File: config.mk
export PLATFORM = sky130hd
export DESIGN_NAME = spin_readout
export DESIGN_NICKNAME = d
export VERILOG_FILES = /design/src/rtl/ising_pkg.sv /design/src/rtl/spin_readout_sync_2ff.sv /design/src/rtl/spin_readout.sv
export SDC_FILE = /design/constraint.sdc
export NUM_CORES = 1
export LEC_CHECK = 0
export CORE_MARGIN = 1
export CORE_UTILIZATION = 45
export CTS_BUF_LIST = sky130_fd_sc_hd__clkbuf_8
export DETAILED_ROUTE_END_ITERATION = 8
export MAX_ROUTING_LAYER = met4
export PLACE_DENSITY = 0.62
export SYNTH_ARGS = -nofsm -noshare
export SYNTH_HDL_FRONTEND = slang
export SYNTH_SLANG_ARGS = --single-unit
File: constraint.sdc
create_clock -name clk -period 8.5 [get_ports clk]
set_clock_uncertainty 0.2 [all_clocks]
set_input_delay 1.7 -clock clk [delete_from_list [all_inputs] [get_ports clk]]
set_output_delay 1.7 -clock clk [all_outputs]
set_load 0.01 [all_outputs]
File: src/rtl/ising_pkg.sv
// Shared definitions for the oscillator-array readout: FSM encodings, default
// window lengths and spin polarity.
package ising_pkg;

    typedef enum logic [1:0] {
        IDLE    = 2'd0,
        SETTLE  = 2'd1,
        MEASURE = 2'd2,
        DONE    = 2'd3
    } state_t;

    localparam int   DEF_SETTLE_CYCLES = 16;
    localparam int   DEF_SAMPLE_CYCLES = 64;
    localparam logic SPIN_ANTI         = 1'b1;

    // Phase counter width: large enough for the longer of the two windows.
    function automatic int ph_width(input int a, input int b);
        int m;
        m = (a > b) ? a : b;
        if (m < 2) m = 2;
        return $clog2(m + 1);
    endfunction

endpackage

File: src/rtl/spin_readout_sync_2ff.sv
// sync_2ff: single-bit two-flop synchroniser, asynchronous active-high reset.
module sync_2ff (
    input  logic clk,
    input  logic rst,
    input  logic d,
    output logic q
);

    logic r_meta;
    logic r_sync;

    always_ff @(posedge clk or posedge rst) begin
        if (rst) begin
            r_meta <= 1'b0;
            r_sync <= 1'b0;
        end else begin
            r_meta <= d;
            r_sync <= r_meta;
        end
    end

    assign q = r_sync;

endmodule

File: src/rtl/spin_readout.sv
// spin_readout: counts per-oscillator phase mismatches against a reference over
// a fixed window and resolves each to a spin. SPIN_READOUT_COUNTS_EN exposes the raw counts.
module spin_readout
    import ising_pkg::*;
#(
    parameter int N             = 8,
    parameter int SETTLE_CYCLES = DEF_SETTLE_CYCLES,
    parameter int SAMPLE_CYCLES = DEF_SAMPLE_CYCLES,
    parameter int CNT_W         = 7
) (
    input  logic                 clk,
    input  logic                 rst,
    input  logic                 start,
    input  logic [N-1:0]         osc_in,
    input  logic                 ref_in,
    output logic                 busy,
    output logic                 valid,
`ifdef SPIN_READOUT_COUNTS_EN
    output logic [N-1:0]         spins,
    output logic [N*CNT_W-1:0]   counts
`else
    output logic [N-1:0]         spins
`endif
);

    localparam int              PH_W      = ph_width(SETTLE_CYCLES, SAMPLE_CYCLES);
    localparam logic [PH_W-1:0] SETTLE_LD = PH_W'((SETTLE_CYCLES > 0) ? SETTLE_CYCLES - 1 : 0);
    localparam logic [PH_W-1:0] MEAS_LD   = PH_W'(SAMPLE_CYCLES - 1);
    localparam logic [CNT_W-1:0] HALF     = CNT_W'(SAMPLE_CYCLES / 2);

    logic [N-1:0]            w_osc;
    logic                    w_ref;
    state_t                  r_state, w_next;
    logic [PH_W-1:0]         r_phase, w_ph_val;
    logic                    w_ph_load;
    logic [N-1:0][CNT_W-1:0] r_cnt;
    logic [N-1:0]            w_spins;
    logic [N-1:0]            r_spins;
    logic                    r_valid;

    for (genvar g = 0; g < N; g++) begin : g_osc_sync
        sync_2ff u_sync (.clk(clk), .rst(rst), .d(osc_in[g]), .q(w_osc[g]));
    end
    sync_2ff u_ref_sync (.clk(clk), .rst(rst), .d(ref_in), .q(w_ref));

    always_ff @(posedge clk or posedge rst) begin
        if (rst) r_state <= IDLE;
        else     r_state <= w_next;
    end

    // Phase counter is loaded with (window-1) and expires when it reaches 0.
    always_comb begin
        w_next    = r_state;
        w_ph_load = 1'b0;
        w_ph_val  = '0;
        case (r_state)
            IDLE: begin
                if (start) begin
                    w_ph_load = 1'b1;
                    if (SETTLE_CYCLES == 0) begin
                        w_next   = MEASURE;
                        w_ph_val = MEAS_LD;
                    end else begin
                        w_next   = SETTLE;
                        w_ph_val = SETTLE_LD;
                    end
                end
            end
            SETTLE: begin
                if (r_phase == '0) begin
                    w_next    = MEASURE;
                    w_ph_load = 1'b1;
                    w_ph_val  = MEAS_LD;
                end
            end
            MEASURE: begin
                if (r_phase == '0) w_next = DONE;
            end
            DONE: w_next = IDLE;
            default: w_next = IDLE;
        endcase
    end

    always_ff @(posedge clk or posedge rst) begin
        if (rst)                  r_phase <= '0;
        else if (w_ph_load)       r_phase <= w_ph_val;
        else if (r_phase != '0)   r_phase <= r_phase - 1'b1;
    end

    always_ff @(posedge clk or posedge rst) begin
        if (rst) begin
            r_cnt <= '0;
        end else if (r_state == IDLE && start) begin
            r_cnt <= '0;
        end else if (r_state == MEASURE) begin
            for (int i = 0; i < N; i++)
                r_cnt[i] <= r_cnt[i] + CNT_W'(w_osc[i] ^ w_ref);
        end
    end

    // Exact half of the window resolves to in-phase.
    always_comb begin
        w_spins = '0;
        for (int i = 0; i < N; i++)
            w_spins[i] = (r_cnt[i] > HALF) ? SPIN_ANTI : ~SPIN_ANTI;
    end

    always_ff @(posedge clk or posedge rst) begin
        if (rst) begin
            r_valid <= 1'b0;
            r_spins <= '0;
        end else begin
            r_valid <= (r_state == DONE);
            if (r_state == DONE) r_spins <= w_spins;
        end
    end

`ifdef SPIN_READOUT_COUNTS_EN
    logic [N*CNT_W-1:0] r_counts;

    always_ff @(posedge clk or posedge rst) begin
        if (rst) begin
            r_counts <= '0;
        end else if (r_state == DONE) begin
            for (int i = 0; i < N; i++)
                r_counts[i*CNT_W +: CNT_W] <= r_cnt[i];
        end
    end

    assign counts = r_counts;
`endif

    assign busy  = (r_state == SETTLE) || (r_state == MEASURE);
    assign valid = r_valid;
    assign spins = r_spins;

endmodule
==> results of run 1 <==
-- final cells by class --
| class | instances | area, sq um | area share [%] |
|---|---|---|---|
| Clock inverter | 7 | 45.0 | 0.966 |
| Timing Repair Buffer | 23 | 225 | 4.83 |
| Inverter | 5 | 20.0 | 0.429 |
| Clock buffer | 9 | 124 | 2.66 |
| Tap cell | 108 | 135 | 2.90 |
| Sequential cell | 92 | 2300 | 49.4 |
| Multi-Input combinational cell | 283 | 1810 | 38.8 |
-- power by group through the flow --
stage / Combinational (uW) / Sequential, uW / Clock (uW)
floorplan: 337 / 625 / 0
global placement: 448 / 630 / 0
detailed placement: 459 / 632 / 0
CTS: 459 / 625 / 265
global route: 515 / 641 / 282
finish: 449 / 624 / 252
-- Yosys cell counts, types with 2 or more instances --
library cell | instances | area share [%]
a21oi_1 | 28 | 3.3
and3_1 | 4 | 0.60
buf_2 | 7 | 0.83
clkbuf_1 | 6 | 0.54
dfrtp_1 | 92 | 55
ha_1 | 23 | 6.8
inv_1 | 5 | 0.45
mux2i_1 | 18 | 4.3
nand2_1 | 35 | 3.1
nand3_1 | 2 | 0.24
nand4_1 | 20 | 3.0
nor2_1 | 67 | 6.0
nor3_1 | 9 | 1.1
o21ai_0 | 14 | 1.7
or3_1 | 11 | 1.6
xor2_1 | 40 | 8.3
-- critical path, delay by kind of cell (launching register included) --
family	cells	cell delay [ns]
adder cells (fa/ha/maj)	1	0.29
buffers and inverters	2	0.62
flip-flops	1	0.41
-- placed cells by master (no fill, tap or decap), types with 2 or more instances in the layout --
| cell type | instances |
|---|---|
| mux2i_1 | 18 |
| o21ai_0 | 14 |
| clkinv_2 | 3 |
| xor2_1 | 40 |
| clkinvlp_4 | 3 |
| clkdlybuf4s50_1 | 21 |
| nand3_1 | 2 |
| or3_1 | 11 |
| and3_1 | 4 |
| a21oi_1 | 28 |
| nand2_1 | 35 |
| clkbuf_8 | 9 |
| dfrtp_1 | 92 |
| nor2_1 | 67 |
| nand4_1 | 20 |
| nor3_1 | 9 |
| ha_1 | 22 |
| inv_1 | 5 |
| buf_4 | 2 |
-- metal layers --
layer / vias to the layer above / track usage [%] / wire [um]
met2: 35 / 25.7 / 3080
met3: 13 / 4.54 / 213
met1: 1332 / 19.3 / 3310
met4: 0 / 4.82 / 90
li1: 1377 / - / -
met5: - / - / 0
-- worst max path at each step --
stage / to / depth (start not counted)
after floorplan: g_osc_sync[0].u_sync.q / 1
after global placement: r_phase[0] / 4
after detailed placement: r_phase[0] / 4
after CTS: busy / 3
after global routing: busy / 3
final: busy / 3
-- cell families after synthesis --
group                      Yosys count
muxes                               19
xor gates and xnor gates            40
buffers and inverters               20
AOI/OAI and AO/OA                   46
adders and majority gates           23
and+or+nand+nor                    155
DFF                                 92
-- flip-flops by register name, indices dropped and copies added (netlist names) --
signal                    cells
g_osc_sync.u_sync.q           8
g_osc_sync.u_sync.r_meta      8
r_cnt                        56
r_phase                       7
r_state                       2
spins                         8
u_ref_sync.q                  1
u_ref_sync.r_meta             1
valid                         1
-- per-stage QoR --
stage          setup slack, ns  area [sq um]  cells  power (uW)  utilization (%)
6_report                  4.93          4660    527        1330             52.4
5_1_grt                   4.82          4660    527        1440             52.4
4_1_cts                   4.89          4660    527        1350             52.4
3_5_place_dp              4.81          4490    511        1090             50.5
3_3_place_gp              4.82          4490    511        1080             50.5
2_1_floorplan             4.21          4200    395         962                -
==> flow_summary.toml, run 1 <==
[final_layout]
antennaDiodeCount = 0
drive_gt1_share_pct = 5.97
areaGrowthSynthToFinish_pct = 10.9
fin_nets = 449
fillCellCount = 800

[worst_setup_path]
path_max_fanout = 4
cp_slowest_cell = "clkdlybuf4s50_1"
r2r_setup_slack_ns = 6.24
slowest_delay_ns = 0.53
cp_cell_sequence = "inv_1 -> ha_1 -> clkdlybuf4s50_1"
worstPathRequired_ns = 6.60
cp-startpoint = "r_state[1]"
cp.arrival_ns = 1.67
r2r-start = "r_state[0]"
worst_setup_path_start_kind = "flop"
r2r_cells = 6
cp-end-kind = "output port"
worstReg2RegEnd = "r_cnt[27]"
criticalPathCategory = "reg -> out"

[cts]
cts_buffer_depth = 2
cts_made_buffers = 9
root_buffer = "clkbuf_8"
cts_htree_levels = 3
path_clk_slew_ns = 0.09
hold_buffers = 0
cts_resized = 0
clock-sinks = 92
cts_tree = "yes"
cts_setup_buffers = 0
clk_latency_ns = 0.35

[global_route]
antenna_found_initial = 0
grt_max_degree = 74
grt_usage_pct = 15.9
grt_pass1_wl_um = 11900
grt_pass1_vias = 2689
grt-ovfl-total = 0

[min_path]
hp-start = "g_osc_sync[6].u_sync.r_meta"
hold_path_end = "g_osc_sync[6].u_sync.q"
hold_depth = 0
hold_class = "reg -> reg"

[yosys]
synthDistinctLibCells = 30
synth_cells = 395
async_flop_share_pct = 100
synth_edf_count = 0
synthFlopType = "dfrtp_1"
syn_nets = 430
synth_top_family_by_area = "simple AND/OR/NAND/NOR gates"
syn_area_per_cell_sq_um = 10.6
yosys_register_bits = 92
synthMuxAreaShare_pct = 4.64
synth-seq-area-share_pct = 54.8
synth_adder_area_share_pct = 6.85
netlist_area_sq_um = 4200
synth-simple-area-share_pct = 17.2
yosys_warnings = 0
synth_compound_area_share_pct = 5.95
synth_xor_area_share_pct = 8.33

[sta]
maxSlewHeadroom_pct = 28.6
hold_slack_ns = 0.153
drv_slew = 0
finalHoldViolations = 0
setup_viol = 0
period_share_pct = 42.1
tns_ns = 0
rsz0062_at_grt = "false"
max_freq_mhz = 280
period_needed_ns = 3.57
worstMarginPinSlew_ns = 1.07

[power_and_ir_drop]
power.density_nw_per_um2 = 284
p_leak_uw = 0.00217
seqPwrFrac_pct = 47.1
ir_worst_vdd_mv = 0.110
clock_power_share_pct = 19.0
p_int_uw = 846
switchingPower_uw = 479
p_comb_share_pct = 33.9
switching_share_pct = 36.2

[routing]
drt-initial-drc-count = 125
wl_per_cell_um = 12.7
drt-vias-per-instance = 5.23
routed_wl_um = 6690
vias = 2757
drc_errors = 0
ant_nets = 0
first_pass_iters = 4

[floorplan]
row_count = 34
io-pin-count = 22
die-area_sq_um = 9730
start_util_pct = 47.3
die_h_um = 98.7
core_sq_um = 8890
die_w_um = 98.7

[place]
gp_congestion = 0.775
portBuffers = 21
post-dp-hpwl_um = 4240

[job]
drv_cap = 0

[status]
outcome = "finished clean"
Power figures use the tool's default switching activity.
==> inputs of run 2 (changes only) <==
clock period = 3.7 ns   (was 8.5 ns; I/O delays follow)
==> flow_summary.toml, run 2 (synthesis gave the netlist of run 1 again) <==
[status]
outcome = "finished clean"

[final_layout]
antennaDiodeCount = 0
drive_gt1_share_pct = 6.41
fin_nets = 451
largest_reg_flops = 56
final_common_cell = "dfrtp_1"
regMostFlops = "r_cnt"
final_cell_mix = "dfrtp_1 (92), nor2_1 (67), xor2_1 (40)"
areaGrowthSynthToFinish_pct = 13.5
stdcell_count = 529

[routing]
drt-vias-per-instance = 5.17
vias = 2736
drt-initial-drc-count = 134
wl_per_cell_um = 12.7
wl_met2_um = 3100
first_pass_iters = 4
drc_errors = 0
wl_met1_um = 3300
route.met3.wl_um = 224
ant_nets = 0
routed_wl_um = 6700
top_layer_used = "met4"

[min_path]
hold_class = "reg -> reg"
hold_path_end = "u_ref_sync.q"
hp-start = "u_ref_sync.r_meta"
hold_depth = 0

[floorplan]
start_util_pct = 47.3
row_count = 34
die-area_sq_um = 9730
core_sq_um = 8890
die_h_um = 98.7
io-pin-count = 22
die_w_um = 98.7

[worst_setup_path]
r2r-start = "r_state[0]"
slowest_delay_ns = 0.53
cp_cell_sequence = "inv_1 -> ha_1 -> clkdlybuf4s50_1"
path_max_fanout = 4
r2r_cells = 5
worstPathRequired_ns = 2.76
worst_setup_path_start_kind = "flop"
worstReg2RegEnd = "r_cnt[34]"
cp-end-kind = "output port"
r2r_setup_slack_ns = 1.34
criticalPathCategory = "reg -> out"
cp.arrival_ns = 1.67
cp_slowest_cell = "clkdlybuf4s50_1"

[global_route]
grt_max_degree = 63
grt_pass1_vias = 2653
grt-ovfl-total = 0
grt_pass1_wl_um = 11800
grt_usage_pct = 15.7
antenna_found_initial = 0

[sta]
setup_viol = 0
tns_ns = 0
max_freq_mhz = 383
drv_slew = 0
maxSlewHeadroom_pct = 47.4
finalHoldViolations = 0
rsz0062_at_grt = "false"
worstMarginPinSlew_ns = 0.789
period_share_pct = 70.6
period_needed_ns = 2.61

[cts]
clk_latency_ns = 0.35
path_clk_slew_ns = 0.08
cts_made_buffers = 9
cts_resized = 0
root_buffer = "clkbuf_8"
cts_setup_buffers = 0
cts_tree = "yes"
cts_htree_levels = 3
clock-sinks = 92
hold_buffers = 0
cts_buffer_depth = 2

[place]
post-dp-hpwl_um = 4340
portBuffers = 21
dp_cells = 513
gp_congestion = 0.756

[job]
drv_cap = 0

[power_and_ir_drop]
power.density_nw_per_um2 = 691
p_leak_uw = 0.00223
ir_worst_vdd_mv = 0.272
run 2: cell count changes in the layout (fill, tap and decap cells not counted):
cell        delta
clkinv_4       -1
buf_12         +1
clkinv_2       -1
buf_4          +1
clkbuf_8       +2
bufinv_16      +3
clkinvlp_4     -3
run 2: worst max-delay path by stage:
stage / slack (ns) / cells after the start / endpoint / from
after floorplan: 0.37 / 1 / g_osc_sync[0].u_sync.q / rst
after global placement: 1.28 / 5 / r_phase[0] / start
after detailed placement: 1.26 / 5 / r_phase[0] / start
after CTS: 1.06 / 3 / busy / r_state[1]
after global routing: 0.98 / 3 / busy / r_state[1]
final: 1.09 / 3 / busy / r_state[1]
run 2: layout make-up:
| class | instances | area, sq um |
|---|---|---|
| flip-flops and latches | 92 | 2300 |
| clock buffers | 11 | 151 |
| multi-input cells | 283 | 1810 |
| clock inverters | 5 | 98.8 |
| repair buffers | 25 | 253 |
| inverters | 5 | 20.0 |
| fillers | 789 | 4120 |
| well taps | 108 | 135 |
run 2: stage by stage:
stage	utilization (%)	hold WS [ns]	instance area, sq um	power, uW	worst slack, ns
2_1_floorplan	-	0.131	4200	2210	0.368
3_3_place_gp	50.8	0.132	4520	2500	1.28
3_5_place_dp	50.8	0.135	4520	2540	1.26
4_1_cts	53.7	0.155	4770	3360	1.06
5_1_grt	53.7	0.160	4770	3560	0.982
6_report	53.7	0.152	4770	3300	1.09
run 2: power by group:
part           leakage (uW)  switching, uW  total [uW]  internal, uW
combinational      0.000917            569        1060           490
sequential          0.00119            201        1430          1230
clock              0.000131            324         806           482
run 2: metal layers:
metal  global-route usage (%)  vias to the layer above
met2                     24.5                       40
met4                     5.40                        0
met1                     20.1                     1313
li1                         -                     1375
met5                        -                        -
met3                     3.90                        8
run 2: worst max-delay path, delay by kind of cell (launching register included):
| family | cells | cell delay, ns |
|---|---|---|
| buffers and inverters | 2 | 0.62 |
| DFF | 1 | 0.41 |
| adders and majority gates | 1 | 0.30 |
